`src/rtl/div_mod_pkg.sv`:
```
// Shared types for the streaming divisibility checker: FSM encoding
// and a width helper that never returns zero.
package div_mod_pkg;

  typedef enum logic {
    ACCUM  = 1'b0,
    RESULT = 1'b1
  } state_t;

  function automatic int clog2w(input int v);
    return (v <= 2) ? 1 : $clog2(v);
  endfunction

endpackage

```
`src/rtl/div_mod_stream_if.sv`:
```
// Digit-in / result-out handshake bundle for div_mod_stream.
// master drives digits and out_ready; slave is the checker.
interface div_mod_stream_if #(
  parameter int DIGIT_W = 4,
  parameter int REM_W   = 4,
  parameter int CNT_W   = 5
);
  logic               in_valid;
  logic               in_ready;
  logic [DIGIT_W-1:0] in_digit;
  logic               in_last;
  logic               out_valid;
  logic               out_ready;
  logic               out_divisible;
  logic [REM_W-1:0]   out_remainder;
  logic [CNT_W-1:0]   out_count;
  logic               out_error;

  modport master (
    output in_valid, in_digit, in_last, out_ready,
    input  in_ready, out_valid, out_divisible,
    input  out_remainder, out_count, out_error
  );

  modport slave (
    input  in_valid, in_digit, in_last, out_ready,
    output in_ready, out_valid, out_divisible,
    output out_remainder, out_count, out_error
  );
endinterface

```
`src/rtl/mod_step.sv`:
```
// One Horner step: nxt = (rem*RADIX + d) mod MODULUS, single cycle.
// Ports: rem/digit in, nxt out, bad flags digit >= RADIX (d forced 0).
module mod_step
  import div_mod_pkg::*;
#(
  parameter int MODULUS = 11,
  parameter int RADIX   = 10,
  parameter int DIGIT_W = 4,
  localparam int REM_W  = clog2w(MODULUS)
) (
  input  logic [REM_W-1:0]   rem,
  input  logic [DIGIT_W-1:0] digit,
  output logic [REM_W-1:0]   nxt,
  output logic               bad
);
  // widest sum is MODULUS*RADIX-1
  localparam int SUM_W = clog2w(MODULUS * RADIX);
  localparam logic [DIGIT_W:0] RAD = (DIGIT_W+1)'(RADIX);

  logic [DIGIT_W-1:0] d;
  logic [SUM_W-1:0]   sum;

  always_comb begin
    bad = ({1'b0, digit} >= RAD);
    d   = bad ? '0 : digit;
    sum = SUM_W'(rem) * SUM_W'(RADIX) + SUM_W'(d);
    nxt = REM_W'(sum % SUM_W'(MODULUS));
  end
endmodule

```
`src/rtl/div_mod_stream.sv`:
```
// Streams MSB-first digits and reports number mod MODULUS on a held result.
// Ports: clk, rst (async high), bus (slave modport of div_mod_stream_if).
module div_mod_stream
  import div_mod_pkg::*;
#(
  parameter int MODULUS    = 11,
  parameter int RADIX      = 10,
  parameter int DIGIT_W    = 4,
  parameter int MAX_DIGITS = 16,
  localparam int REM_W     = clog2w(MODULUS),
  localparam int CNT_W     = clog2w(MAX_DIGITS + 1)
) (
  input logic              clk,
  input logic              rst,
  div_mod_stream_if.slave  bus
);
  if (MODULUS < 2 || RADIX < 2 || RADIX > (1 << DIGIT_W)) begin : g_bad
    $error("div_mod_stream: illegal MODULUS/RADIX/DIGIT_W");
  end

  state_t           state;
  logic [REM_W-1:0] rem;
  logic [CNT_W-1:0] cnt;
  logic             err;
  logic             div_q;
  logic             rdy_q;
  logic             vld_q;

  logic [REM_W-1:0] nxt_rem;
  logic             bad;
  logic             acc;
  logic             at_max;
  logic             term;
  logic             nxt_err;

  mod_step #(
    .MODULUS (MODULUS),
    .RADIX   (RADIX),
    .DIGIT_W (DIGIT_W)
  ) u_step (
    .rem   (rem),
    .digit (bus.in_digit),
    .nxt   (nxt_rem),
    .bad   (bad)
  );

  always_comb begin
    acc     = bus.in_valid & rdy_q;
    at_max  = (cnt == CNT_W'(MAX_DIGITS - 1));
    term    = bus.in_last | at_max;
    // count-limit termination without last is an overrun
    nxt_err = err | bad | (at_max & ~bus.in_last);
  end

  always_ff @(posedge clk or posedge rst) begin
    if (rst) begin
      state <= ACCUM;
      rem   <= '0;
      cnt   <= '0;
      err   <= 1'b0;
      div_q <= 1'b0;
      rdy_q <= 1'b0;
      vld_q <= 1'b0;
    end else begin
      unique case (state)
        ACCUM: begin
          rdy_q <= 1'b1;
          if (acc) begin
            rem <= nxt_rem;
            cnt <= cnt + 1'b1;
            err <= nxt_err;
            if (term) begin
              state <= RESULT;
              rdy_q <= 1'b0;
              vld_q <= 1'b1;
              div_q <= (nxt_rem == '0) & ~nxt_err;
            end
          end
        end
        RESULT: begin
          if (bus.out_ready) begin
            state <= ACCUM;
            rdy_q <= 1'b1;
            vld_q <= 1'b0;
            rem   <= '0;
            cnt   <= '0;
            err   <= 1'b0;
            div_q <= 1'b0;
          end
        end
        default: state <= ACCUM;
      endcase
    end
  end

  assign bus.in_ready      = rdy_q;
  assign bus.out_valid     = vld_q;
  assign bus.out_divisible = div_q;
  assign bus.out_remainder = rem;
  assign bus.out_count     = cnt;
  assign bus.out_error     = err;
endmodule

```
`src/flat_wrapper.sv`:
```
// flat-port wrapper written by rule: the top's interface ports become plain ports
module div_mod_stream_flat import div_mod_pkg::*;
#(
  parameter int MODULUS    = 11,
  parameter int RADIX      = 10,
  parameter int DIGIT_W    = 4,
  parameter int MAX_DIGITS = 16,
  localparam int REM_W     = clog2w(MODULUS),
  localparam int CNT_W     = clog2w(MAX_DIGITS + 1)
)
  (clk, rst, bus_in_valid, bus_in_digit, bus_in_last, bus_out_ready, bus_in_ready, bus_out_valid, bus_out_divisible, bus_out_remainder, bus_out_count, bus_out_error);
  div_mod_stream_if #(.DIGIT_W(DIGIT_W), .REM_W(4), .CNT_W(5)) bus_i ();
  input logic clk;
  input logic rst;
  input wire logic [$bits(bus_i.in_valid)-1:0] bus_in_valid;
  input wire logic [$bits(bus_i.in_digit)-1:0] bus_in_digit;
  input wire logic [$bits(bus_i.in_last)-1:0] bus_in_last;
  input wire logic [$bits(bus_i.out_ready)-1:0] bus_out_ready;
  output wire logic [$bits(bus_i.in_ready)-1:0] bus_in_ready;
  output wire logic [$bits(bus_i.out_valid)-1:0] bus_out_valid;
  output wire logic [$bits(bus_i.out_divisible)-1:0] bus_out_divisible;
  output wire logic [$bits(bus_i.out_remainder)-1:0] bus_out_remainder;
  output wire logic [$bits(bus_i.out_count)-1:0] bus_out_count;
  output wire logic [$bits(bus_i.out_error)-1:0] bus_out_error;
  assign bus_i.in_valid = bus_in_valid;
  assign bus_i.in_digit = bus_in_digit;
  assign bus_i.in_last = bus_in_last;
  assign bus_i.out_ready = bus_out_ready;
  assign bus_in_ready = bus_i.in_ready;
  assign bus_out_valid = bus_i.out_valid;
  assign bus_out_divisible = bus_i.out_divisible;
  assign bus_out_remainder = bus_i.out_remainder;
  assign bus_out_count = bus_i.out_count;
  assign bus_out_error = bus_i.out_error;
  div_mod_stream #(.MODULUS(MODULUS), .RADIX(RADIX), .DIGIT_W(DIGIT_W), .MAX_DIGITS(MAX_DIGITS)) u_core (.clk(clk), .rst(rst), .bus(bus_i));
endmodule
```
`config.mk`:
```
export PLATFORM = sky130hd
export DESIGN_NAME = div_mod_stream_flat
export DESIGN_NICKNAME = d
export VERILOG_FILES = /design/src/rtl/div_mod_pkg.sv /design/src/rtl/div_mod_stream_if.sv /design/src/rtl/mod_step.sv /design/src/rtl/div_mod_stream.sv /design/src/flat_wrapper.sv
export SDC_FILE = /design/constraint.sdc
export NUM_CORES = 1
export LEC_CHECK = 0
export BUFFER_PORTS_ARGS = -buffer_cell sky130_fd_sc_hd__buf_2
export CAP_MARGIN = 20
export CORE_ASPECT_RATIO = 0.7
export CORE_UTILIZATION = 59
export DETAILED_ROUTE_END_ITERATION = 10
export GPL_TIMING_DRIVEN = 0
export PLACE_DENSITY = 0.8
export SLEW_MARGIN = 20
export SYNTH_ARGS = -nofsm -noshare
export SYNTH_HDL_FRONTEND = slang
export SYNTH_SLANG_ARGS = --single-unit
```
`constraint.sdc`:
```
create_clock -name clk -period 5.67 [get_ports clk]
set_input_delay 1.4175 -clock clk [delete_from_list [all_inputs] [get_ports clk]]
set_output_delay 1.4175 -clock clk [all_outputs]
set_load 0.01 [all_outputs]
```
# After elaboration in Yosys (flattened, before gate mapping)
# Cells that the tools add are included.
# totals
ff_bits	14
inputBits	9
out_inout_bits	13
# op_classes
addsub	2
multipliers	1
div	1
order_cmp	1
eq_ne	4
mux	24
n_bitwise	9
reduce_logical	3
# op_table
operator	count
2-to-1 mux 1 bit	12
2-to-1 mux 4 bit	3
2-to-1 mux 5 bit	2
case mux 1 bit (2 select lines)	5
case mux 5 bit (2 select lines)	1
case mux 4 bit (2 select lines)	1
adder 7 x 4 -> 7 bit	1
modulo 7 x 4 -> 7 bit, second input constant	1
multiplier 4 x 3 -> 6 bit, second input constant	1
adder 5 x 1 -> 5 bit, second input constant	1
equality test 5 x 4 -> 1 bit, second input constant	1
greater-or-equal comparator 4 bit, second input constant	1
logical NOT 4 bit	1
!= test 2 x 1 -> 1 bit, second input constant	2
bitwise AND 1 bit	3
NOT 1 bit	3
bitwise OR 1 bit	3
AND reduction 3 bit	1
!= test 2 bit, second input constant	1
AND reduction 2 bit	1

# Logic depth before layout (Yosys ltp)
# logic_depth
depth_word	9
ltp_mapped	20
mapped_depth_nobuf	19

# Modules after synthesis
# Synthesis repeated with hierarchy kept, for this count alone.
# unflattened
hier_cells	222
hier_area_um2	1754.2
# by_module_without_submodules
mod	instances	cells_each	area_each_um2
mod_step	1	155	1101.1
div_mod_stream	1	67	653.1

# Least setup slack after synthesis
# OpenSTA, ideal clock, no wires.
# synth_path
path_kind	in2reg
start	input port bus_in_digit[1]
end	register u_core.div_q (netlist: u_core.bus.out_divisible)
arrival_ns	4.809
required_time_ns	5.548
slack_ns	0.740
stages	18
path_buffers	1
cell_sequence	nor2b_1 -> ha_1 -> fa_1 -> buf_2 -> or3_1 -> o22ai_2 -> a22o_1 -> a21oi_1 -> o31ai_2 -> ha_1 -> inv_1 -> a211oi_1 -> o31ai_1 -> nand4_1 -> and3_1 -> o21ai_2 -> mux2i_1 -> a32o_1
# synth_via
elab_chain_cells	9
word_cells_on_any_way	12
cone_classes	add/sub: 1; div: 1; order compare: 1; mux: 4; bitwise: 4; reduce/logical: 1
# synth_lines
element	line_no	source
from (decl)	flat_wrapper.sv:16	input wire logic [$bits(bus_i.in_digit)-1:0] bus_in_digit;
greater-or-equal comparator 4 bit	mod_step.sv:24	bad = ({1'b0, digit} >= RAD);
2-to-1 mux 4 bit	mod_step.sv:25	d = bad ? '0 : digit;
adder 7 x 4 -> 7 bit	mod_step.sv:26	sum = SUM_W'(rem) * SUM_W'(RADIX) + SUM_W'(d);
modulo 7 x 4 -> 7 bit	mod_step.sv:27	nxt = REM_W'(sum % SUM_W'(MODULUS));
logical NOT 4 bit	div_mod_stream.sv:76	div_q <= (nxt_rem == '0) & ~nxt_err;
bitwise AND 1 bit *	div_mod_stream.sv:76	
2-to-1 mux 1 bit *	div_mod_stream.sv:72	if (term) begin
2-to-1 mux 1 bit *	div_mod_stream.sv:68	if (acc) begin
case mux 1 bit (2 select lines) *	div_mod_stream.sv:65	unique case (state)
to (signal assigned)	div_mod_stream.sv:76	
to (decl)	div_mod_stream.sv:25	logic div_q;
# Every way passes the cells marked *; elsewhere a longest branch is shown, timed or not. The select of a mux whose other input is x is not followed.
# A chain may end at the register's enable or synchronous reset.

# Final worst setup path
# layout_path
start	input port bus_in_digit[1]
end	register u_core.rem[2] (netlist: u_core.bus.out_remainder[2])
# layout_via
elab_chain_cells	6
# layout_lines
element	line_no	source
greater-or-equal comparator 4 bit	mod_step.sv:24	
2-to-1 mux 4 bit *	mod_step.sv:25	
adder 7 x 4 -> 7 bit *	mod_step.sv:26	
modulo 7 x 4 -> 7 bit *	mod_step.sv:27	
2-to-1 mux 4 bit *	div_mod_stream.sv:68	
case mux 4 bit (2 select lines) *	div_mod_stream.sv:65	
to (signal assigned)	div_mod_stream.sv:69	rem <= nxt_rem;
to (decl)	div_mod_stream.sv:22	logic [REM_W-1:0] rem;
# Marks and branches as above.

==> metrics list <==
* Buffers from clock root to sink, at most: 2
- CP Data Required Time: 5.78 ns
* Register-to-register setup slack: 0.87 ns
* Top area cells in the synthesized netlist: sky130_fd_sc_hd__dfrtp_1 (18%), sky130_fd_sc_hd__ha_1 (6.4%), sky130_fd_sc_hd__a21oi_1 (4.1%), sky130_fd_sc_hd__nand2_1 (3.7%), sky130_fd_sc_hd__nand3_1 (3.6%)
- The number of global-route vias before repair was 1668.
- From synthesis to final layout, the design area changed by 10.7%.
- Among all stages on the critical path, the largest delay is contributed by sky130_fd_sc_hd__fa_1.
- Proportion of register bits with asynchronous set or reset after synthesis: 100%
- Setup repair after global routing left no endpoint under its margin.
- DP HPWL: 3710 um
* Critical Path Start: bus_in_digit[1]
* Clock Skews: 0.00125 ns
* Post-synthesis cell area: 1940 um2
* Resize count post-CTS: 0
- Clock transition at the registers of the reported paths: 0.06 ns
* Capture instance of the worst register-to-register path: u_core.bus.out_remainder[2]$_DFFE_PP0P_
- Leading cell type in the layout, fill and taps excluded: sky130_fd_sc_hd__buf_2
* Worst Path Arrival: 5.46 ns
- Dividing the detail-routed via count by the number of cells gives 6.66.
- Starting utilization of the core area: 61.8%
- Final-stage net count: 280
* Die Footprint: 3530 um2
* Portion of synthesized cell area occupied by the leading cell type: 18.0%
- Avg Cell Area, Syn: 8.34 um2
- Static timing analysis puts the maximum clock frequency at 187 MHz.
* Last weighted congestion value of the routability-driven placer: 0.955
- Measured against its own limit, the worst slew margin works out to 56.3%.
- For this run, the slowest stage of the critical path takes 0.41 ns.
- Wires add up to 4820 um.
- In the synthesized netlist the dominant register cell turns out to be sky130_fd_sc_hd__dfrtp_1.
- Yosys warning total: 0
- Hold path depth: 2
* Post-CTS setup buffer count: 0
- Worst r2r src: u_core.bus.out_remainder[3]$_DFFE_PP0P_
- Num rows: 17
* Routed wire length per instance: 16.3 um
- Drt pass-1 iters: 8
* Fill cells: 252
- Antenna diode count: 0
* Post-Synthesis Net Count: 254
- TNS Setup: 0 ns
* Status: finished, violations left
- For this design, the CTS-stage hold fixing added 0 buffers.
- Pin placement for this block handled 22 I/O pins.
- Synthesis handed over a netlist of 233 instances.
- Initial antenna violation count: 0
- Instance count on the critical path: 20
- Fraction of layout cells with a size suffix above 1: 22.9%
- CTS tree: built
- In this design, the largest share of critical-path delay is due to compound AO/OA/AOI/OAI gates.
- The final route contains 1972 vias.
- DRC marker count from the first detailed-route iteration: 298
* Min-Delay Path Class: flip-flop to flip-flop
- After floorplanning, the core was sized to cover 3150 um2.
- For this run the aggregate overflow at the end of global routing stands at 0.
- At the pin with the least slew margin, the transition time is 0.652 ns.
* Worst Path Class, Setup: input pin to flip-flop
- Number of synthesized flops with an enable pin: 0
- After synthesis the netlist holds a flip-flop and latch count of 14.
* CTS sink count: 14
- Entering global routing, the biggest net connects 15 pins.
- TritonCTS created 3 clock buffers.
- The final max-slew violation count came to 0.
- Area leader, netlist: sky130_fd_sc_hd__dfrtp_1
* Width of the die: 70.6 um
* Violations in the final reports: design-rule violations
* CP Cell Sequence: buf_2 > nor2b_1 > ha_1 > fa_1 > buf_2 > xnor2_1 > a211oi_1 > a31oi_2 > a22o_1 > a21oi_1 > o31ai_2 > ha_1 > inv_1 > a211oi_1 > o31ai_1 > nand4_1 > and3_1 > o21ai_0 > a2bb2oi_1 > o21ai_0
- Total setup violations reported at the end of the flow: 0
* DRC violations left: 1
- Synthesis instantiated 67 different standard cells from the library.
- The first global-routing pass estimated 8020 um of wire.
- The clock reaches the later pin of the worst-skew pair after 0.25 ns.
- The most critical setup path has its endpoint at u_core.bus.out_remainder[2]$_DFFE_PP0P_.
- Worst Setup Start Kind: input pin
- The detail route stage leaves a number of antenna-violating nets equal to 0.
- The tree is rooted in a sky130_fd_sc_hd__clkbuf_8.
- After layout, the minimum clock period comes to 5.35 ns.
- Global routing usage summed across all routing layers: 28.6%
- Maximum capacitance violations: 0
- CP endpoint kind: flip-flop
* Final hold vios: 0
* Crit path max fanout: 10
- Number of cells on the worst reg-to-reg path: 18
* Die outline height: 50.0 um
- The critical path contains buffers and inverters numbering 3 combined.
* Most frequent cells in the layout: sky130_fd_sc_hd__buf_2 (27), sky130_fd_sc_hd__nand2_1 (19), sky130_fd_sc_hd__a21oi_1 (16)
- Sequential element share of the synthesized area: 18.0%
* Port buffer count: 21
* Period utilization: 94.4%
- CTS H-Tree Depth: 1
==> routing by layer <==
| metal | wire (um) | part of all wire [%] | GRT usage [%] |
|---|---|---|---|
| met1 | 2420 | 50 | 46.7 |
| met2 | 2050 | 42 | 40.0 |
| met3 | 353 | 7.3 | 4.29 |
| met4 | 2 | 0.041 | 3.00 |
| met5 | 0 | 0 | 0 |
==> metrics by stage <==
stage	cells	setup slack (ns)	util (%)	hold WS, ns	area, um2
floorplan	233	0.740	-	0.515	1940
detailed placement	292	0.144	66.6	0.463	2100
finish	296	0.318	68.4	0.477	2150
CTS	296	0.393	68.4	0.478	2150
global placement	292	0.207	66.6	0.458	2100
global route	296	0.00331	68.4	0.502	2150
==> cells by family after synthesis <==
kind of cell,synth area share (%)
compound gates,35.8
simple gates,23.5
buf+inv,4.05
flops,18.0
fa+ha+maj,9.01
xor+xnor,5.66
mux,3.99
==> synth_stat cells (2+ instances only) <==
library cell and n:
sky130_fd_sc_hd__nand2_1 19, sky130_fd_sc_hd__a21oi_1 16, sky130_fd_sc_hd__dfrtp_1 14, sky130_fd_sc_hd__nand3_1 14
sky130_fd_sc_hd__o21ai_0 13, sky130_fd_sc_hd__nor2_1 11, sky130_fd_sc_hd__ha_1 10, sky130_fd_sc_hd__inv_1 10
sky130_fd_sc_hd__a211oi_1 6, sky130_fd_sc_hd__buf_2 6, sky130_fd_sc_hd__nand2b_1 6, sky130_fd_sc_hd__nor3_1 6
sky130_fd_sc_hd__o21ai_1 6, sky130_fd_sc_hd__nand4_1 5, sky130_fd_sc_hd__mux2i_1 4, sky130_fd_sc_hd__nor2b_1 4
sky130_fd_sc_hd__o31ai_2 4, sky130_fd_sc_hd__xnor2_1 4, sky130_fd_sc_hd__xor2_1 4, sky130_fd_sc_hd__a31oi_1 3
sky130_fd_sc_hd__and3_1 3, sky130_fd_sc_hd__o211ai_1 3, sky130_fd_sc_hd__o21a_1 3, sky130_fd_sc_hd__o21ai_2 3
sky130_fd_sc_hd__or3_1 3, sky130_fd_sc_hd__a2111oi_2 2, sky130_fd_sc_hd__a211o_1 2, sky130_fd_sc_hd__a21o_1 2
sky130_fd_sc_hd__a21oi_2 2, sky130_fd_sc_hd__and2_1 2, sky130_fd_sc_hd__clkbuf_1 2, sky130_fd_sc_hd__fa_1 2
sky130_fd_sc_hd__nand3b_1 2, sky130_fd_sc_hd__o22ai_1 2, sky130_fd_sc_hd__o31ai_1 2, sky130_fd_sc_hd__or2_1 2
==> state kept, by name, summed over array words and instances, names as in the netlist <==
signal                    cells
u_core.bus.out_count          5
u_core.bus.out_remainder      4
u_core.bus.in_ready           1
u_core.bus.out_divisible      1
u_core.bus.out_error          1
u_core.bus.out_valid          1
u_core.state                  1
==> worst min-delay path, stage by stage, from the launching register on <==
cell and delay, ns:
sky130_fd_sc_hd__dfrtp_1 0.34, sky130_fd_sc_hd__nand2_1 0.05, sky130_fd_sc_hd__nand2_1 0.06
==> worst min path at each step <==
stage	from	end	slack, ns
4_1_cts	u_core.bus.out_valid$_DFFE_PP0P_	u_core.bus.out_valid$_DFFE_PP0P_	0.48
6_report	u_core.bus.out_valid$_DFFE_PP0P_	u_core.bus.out_valid$_DFFE_PP0P_	0.48
3_5_place_dp	u_core.bus.out_valid$_DFFE_PP0P_	u_core.bus.out_valid$_DFFE_PP0P_	0.46
5_1_grt	u_core.bus.out_valid$_DFFE_PP0P_	u_core.bus.out_valid$_DFFE_PP0P_	0.50
3_3_place_gp	u_core.bus.out_valid$_DFFE_PP0P_	u_core.bus.out_valid$_DFFE_PP0P_	0.46
2_1_floorplan	u_core.bus.out_valid$_DFFE_PP0P_	u_core.bus.out_valid$_DFFE_PP0P_	0.52
==> final cells by class <==
type	count	area, um2	area share [%]
plain buffers	9	41.3	1.92
clock buffers	4	55.1	2.56
inverters	10	37.5	1.74
multi-input cells	200	1520	70.4
flip-flops and latches	14	350	16.3
well taps	38	47.5	2.21
repair buffers	21	105	4.88
Power is not shown: default switching activity piles up to over one toggle a cycle in this logic, so the estimate is an artifact.
